==> src/rtl/tick_pkg.sv <==
// Shared constants and config FSM encoding for the tick scheduler.
// The nominal prescale is derived from CLK_HZ/BASE_HZ; DIV_W sizes divisors and channel counters.
package tick_pkg;

    localparam int CLK_HZ   = 100_000_000;
    localparam int BASE_HZ  = 1000;
    localparam int DIV_W    = 16;
    localparam int CH_IDX_W = 3;

    typedef enum logic {
        IDLE  = 1'b0,
        APPLY = 1'b1
    } cfg_state_t;

endpackage

==> src/rtl/tick_channel.sv <==
// One tick channel: counts base ticks against its divisor and emits a registered
// 1-cycle tick plus a toggle level. A clear strobe restarts the phase and wins over a due tick.
module tick_channel #(
    parameter int W = 16
) (
    input  logic         clk,
    input  logic         rst_n,
    input  logic [W-1:0] div,
    input  logic         base_tick,
    input  logic         clr,
    output logic         tick,
    output logic         tick_lvl
);

    logic [W-1:0] cnt;

    // cnt never exceeds div-1, so W bits cannot overflow.
    always_ff @(posedge clk or negedge rst_n) begin
        if (!rst_n) begin
            cnt      <= '0;
            tick     <= 1'b0;
            tick_lvl <= 1'b0;
        end else begin
            tick <= 1'b0;
            if (clr) begin
                cnt      <= '0;
                tick_lvl <= 1'b0;
            end else if (div == '0) begin
                cnt <= '0;
            end else if (base_tick) begin
                if (cnt == div - W'(1)) begin
                    cnt      <= '0;
                    tick     <= 1'b1;
                    tick_lvl <= ~tick_lvl;
                end else begin
                    cnt <= cnt + W'(1);
                end
            end
        end
    end

endmodule

==> src/rtl/tick_rate_ctrl.sv <==
// Runtime-programmable tick scheduler: shared prescaler producing a base tick, a
// two-state config FSM writing per-channel divisors, and N_CH tick_channel instances.
module tick_rate_ctrl #(
    parameter int                    PRESCALE = tick_pkg::CLK_HZ / tick_pkg::BASE_HZ,
    parameter int                    N_CH     = 4,
    parameter int                    DIV_W    = tick_pkg::DIV_W,
    parameter logic [N_CH*DIV_W-1:0] DEF_DIVS = {16'd1000, 16'd500, 16'd200, 16'd1}
) (
    input  logic                          clk,
    input  logic                          rst_n,
    input  logic                          cfg_valid,
    output logic                          cfg_ready,
    input  logic [tick_pkg::CH_IDX_W-1:0] cfg_ch,
    input  logic [DIV_W-1:0]              cfg_div,
    output logic                          cfg_err,
    output logic                          base_tick,
    output logic [N_CH-1:0]               tick,
    output logic [N_CH-1:0]               tick_lvl,
    output tick_pkg::cfg_state_t          dbg_state
);

    import tick_pkg::*;

    localparam int PS_W = (PRESCALE > 1) ? $clog2(PRESCALE) : 1;

    logic [PS_W-1:0]     pcnt;
    cfg_state_t          state;
    logic [CH_IDX_W-1:0] lat_ch;
    logic [DIV_W-1:0]    lat_div;
    logic [N_CH-1:0]     clr_q;
    logic [DIV_W-1:0]    div_q [N_CH];

    always_ff @(posedge clk or negedge rst_n) begin
        if (!rst_n) begin
            pcnt <= '0;
        end else if (pcnt == PS_W'(PRESCALE - 1)) begin
            pcnt <= '0;
        end else begin
            pcnt <= pcnt + PS_W'(1);
        end
    end

    assign base_tick = (pcnt == PS_W'(PRESCALE - 1));

    // Handshake: a config transfers on any rising clk edge where cfg_valid && cfg_ready;
    // cfg_ready is low for exactly the APPLY cycle, so a held cfg_valid re-transfers one cycle later.
    // clr_q is decoded at accept time so the channel sees its clear during APPLY and
    // restarts on the same edge that writes the new divisor.
    always_ff @(posedge clk or negedge rst_n) begin
        if (!rst_n) begin
            state     <= IDLE;
            cfg_ready <= 1'b1;
            cfg_err   <= 1'b0;
            lat_ch    <= '0;
            lat_div   <= '0;
            clr_q     <= '0;
            for (int i = 0; i < N_CH; i++) begin
                div_q[i] <= DEF_DIVS[i*DIV_W +: DIV_W];
            end
        end else begin
            cfg_err <= 1'b0;
            case (state)
                IDLE: begin
                    if (cfg_valid && cfg_ready) begin
                        lat_ch    <= cfg_ch;
                        lat_div   <= cfg_div;
                        for (int i = 0; i < N_CH; i++) begin
                            clr_q[i] <= (cfg_ch == CH_IDX_W'(i));
                        end
                        state     <= APPLY;
                        cfg_ready <= 1'b0;
                    end
                end
                APPLY: begin
                    for (int i = 0; i < N_CH; i++) begin
                        if (clr_q[i]) begin
                            div_q[i] <= lat_div;
                        end
                    end
                    cfg_err   <= ({1'b0, lat_ch} >= (CH_IDX_W + 1)'(N_CH));
                    clr_q     <= '0;
                    state     <= IDLE;
                    cfg_ready <= 1'b1;
                end
                default: begin
                    state     <= IDLE;
                    cfg_ready <= 1'b1;
                end
            endcase
        end
    end

    assign dbg_state = state;

    for (genvar g = 0; g < N_CH; g++) begin : g_ch
        tick_channel #(
            .W(DIV_W)
        ) u_ch (
            .clk      (clk),
            .rst_n    (rst_n),
            .div      (div_q[g]),
            .base_tick(base_tick),
            .clr      (clr_q[g]),
            .tick     (tick[g]),
            .tick_lvl (tick_lvl[g])
        );
    end

endmodule

==> config.mk <==
export PLATFORM = sky130hd
export DESIGN_NAME = tick_rate_ctrl
export DESIGN_NICKNAME = d
export VERILOG_FILES = /design/src/rtl/tick_pkg.sv /design/src/rtl/tick_channel.sv /design/src/rtl/tick_rate_ctrl.sv
export SDC_FILE = /design/constraint.sdc
export NUM_CORES = 1
export LEC_CHECK = 0
export CAP_MARGIN = 20
export CORE_UTILIZATION = 56
export CTS_CLUSTER_SIZE = 20
export DETAILED_ROUTE_END_ITERATION = 16
export HOLD_SLACK_MARGIN = 0.05
export PLACE_DENSITY_LB_ADDON = 0.1
export SYNTH_ARGS = -nofsm -noshare
export SYNTH_HDL_FRONTEND = slang
export SYNTH_SLANG_ARGS = --single-unit
==> constraint.sdc <==
create_clock -name clk -period 3.1 [get_ports clk]
set_input_delay 0.775 -clock clk [delete_from_list [all_inputs] [get_ports clk]]
set_output_delay 0.775 -clock clk [all_outputs]
set_load 0.01 [all_outputs]
==> metrics.yaml <==
outcome: "finished, final reports clean"
drive_gt1_share_pct: 14.2
synth_cells: 1041
slowest_stage: "clkdlybuf4s50_1"
crit_buf_inv: 2
final_cells: 1311
tns_ns: 0
first_pass_iters: 5
grt_pass1_wl_um: 37700
gp_congestion: 0.881
fp.dieW_um: 136
row_count: 48
ir_drop_uv: 395
grt_max_degree: 54
clk_latency_ns: 0.43
timing.fmax_mhz: 341
crit_arrival_ns: 2.16
grt_pass1_vias: 7225
worstSetupPathType: "register to output port"
clkSinkCount: 177
synthArstFlopShare_pct: 100
crit_cells: 6
start_util_pct: 57.6
synth.distinct_cells: 73
path_cells: "ha_1 > nand2_1 > nor4_2 > nand4_1 > clkinv_1 > clkdlybuf4s50_1"
root_buffer: "clkbuf_16"
min_period_ns: 2.94
fin_hold_ws_ns: 0.311
syn_avg_cell_area_um2: 9.61
netlist_area_mm2: 0.0100
ys_ff_latch: 177
maxSlewViolCount: 0
end_kind: "output port"
via_per_inst: 5.89
floorplan.core_area_mm2: 0.0174
port_buffers: 33
slowest_delay_ns: 0.53
dieArea_mm2: 0.0184
required_ns: 2.32
routedWlPerCell_um: 17.6
hpwl_um: 16200
drv_cap: 0
path_clk_slew_ns: 0.06
cts_tree: "built"
rsz0062_at_grt: "no"
stdcell_area_mm2: 0.0112
place_area_mm2: 0.0106
ff2ff_path_depth: 10
p_leak_uw: 0.00501
reg2reg_slack_ns: 0.19
vias: 7727
min_period_over_period_pct: 94.7
syn_to_final_growth_pct: 11.8
tightest_slew_ns: 0.697
cts_buffers: 17
rr_endpoint: "g_ch[0].u_ch.cnt[14]"
totalWireLength_um: 23100
cp-startpoint: "pcnt[1]"
worst_hold_path_type: "input pin to async pin"
ys.flop_type: "dfrtp_1"
die_h_um: 136
cts-htree-levels: 4
dpl.cell_count: 1279
synth_seq_area_share_pct: 44.5
clock_skew_ns: 0.00914
postCtsHoldBufs: 0
route.detailed.drc: 0
cp_max_fo: 5
finalHoldViolations: 0
final-setup-viol-count: 0
grt_use_total_pct: 26.6
antenna_found_initial: 0
diodes: 0
yosysWarnings: 0
synth_nets: 1072
r2r_start: "div_q[49]"
fin_nets: 1105
drt_iter0_markers: 628
ios: 34
postLayoutCoreUtil_pct: 64.4
postRouteAntennaNets: 0
critPathTopFamily: "buffers and inverters"
max-slew-margin-rel_pct: 53.2
cts.path.max_buffers: 2
start_kind: "register"
grt_overflow: 0
powerDensity_mw_per_mm2: 397
synth_edf_count: 0
worst register-to-register path: cells and delay by family, from the launching register on:
kind            cells  cell delay, ns
simple gates        3            1.15
buf+inv             1            0.07
flops               1            0.42
compound gates      5            1.01
fa+ha+maj           1            0.14
cells in the mapped netlist (all sizes together) (22+ instances only):
| cell type | count | area share [%] |
|---|---|---|
| a21oi | 28 | 1.4 |
| and3 | 22 | 1.4 |
| clkbuf | 26 | 0.98 |
| dfrtp | 160 | 40 |
| inv | 35 | 1.3 |
| mux2 | 67 | 7.5 |
| nand2 | 123 | 4.6 |
| nand3 | 50 | 2.5 |
| nand4 | 27 | 1.7 |
| nor2 | 87 | 3.3 |
| nor3 | 25 | 1.3 |
| nor4 | 24 | 1.6 |
| o21ai | 26 | 1.3 |
| xnor2 | 74 | 6.5 |
| xor2 | 62 | 5.4 |
layer usage:
layer	GRT usage, %	share of wire, %
met1	38.0	48
met2	41.0	46
met4	8.49	1.7
met3	4.75	4.3
met5	0	0
stage by stage:
| stage | worst slack (ns) | power [µW] |
|---|---|---|
| 2_1_floorplan | 0.236 | 2350 |
| 3_3_place_gp | 0.288 | 2440 |
| 3_5_place_dp | 0.218 | 2440 |
| 4_1_cts | 0.0619 | 4480 |
| 5_1_grt | 0.00677 | 4590 |
| 6_report | 0.164 | 4440 |
cell families (layout without fill, tap and decap cells):
kind of cell	count (synthesis)	after routing	synth area share, %
xor gates and xnor gates	136	136	11.9
AOI/OAI and AO/OA	127	127	8.56
and+or+nand+nor	445	445	22.7
adders and majority gates	9	9	1.13
muxes	69	69	7.74
buffers and inverters	78	123	3.42
DFF	177	177	44.5
cells in the final DEF (no fill, tap or decap), types with 21 or more instances in the layout:
cell type        synthesis  final
nor4_1                  22     21
a21oi_1                 27     27
dfrtp_1                160    159
o21ai_0                 25     25
nor2_1                  87     87
xor2_1                  62     62
nand4_1                 27     27
nand3_1                 50     50
clkdlybuf4s50_1          0     32
and3_1                  22     22
nand2_1                122    122
xnor2_1                 74     74
mux2_2                  67     67
inv_1                   35     35
nor3_1                  24     24
report_power, final:
| group | internal [µW] | switching [µW] |
|---|---|---|
| combinational | 31.3 | 52.6 |
| clock | 1130 | 920 |
| sequential | 2310 | 0 |
| total | 3470 | 973 |
worst max-delay path by stage:
stage | to | slack (ns)
finish | base_tick | 0.16
global route | g_ch[3].u_ch.tick_lvl | 0.007
CTS | base_tick | 0.06
detailed placement | g_ch[0].u_ch.cnt[14] | 0.22
global placement | g_ch[2].u_ch.cnt[11] | 0.29
floorplan | g_ch[2].u_ch.cnt[0] | 0.24
state kept, by name, summed over array words and instances (netlist names):
signal,flops
div_q,64
g_ch.u_ch.cnt,64
pcnt,17
lat_div,16
clr_q,4
g_ch.u_ch.tick,4
g_ch.u_ch.tick_lvl,4
cfg_err,1
cfg_ready,1
dbg_state,1
lat_ch,1
final cells by class:
class	instances	area [µm²]
Inverter	37	139
Fill cell	1403	6170
Timing Repair Buffer	55	547
Clock inverter	11	104
Multi-Input combinational cell	786	5220
Sequential cell	177	4450
Tap cell	225	282
Clock buffer	20	447
what timing repair did:
item | CTS | global route
resized for setup | 0 | 2
buffers inserted | 0 | 0
endpoints found under the hold margin | 0 | 0
endpoints found under the setup margin | 0 | 1
Power figures use the tool's default switching activity.
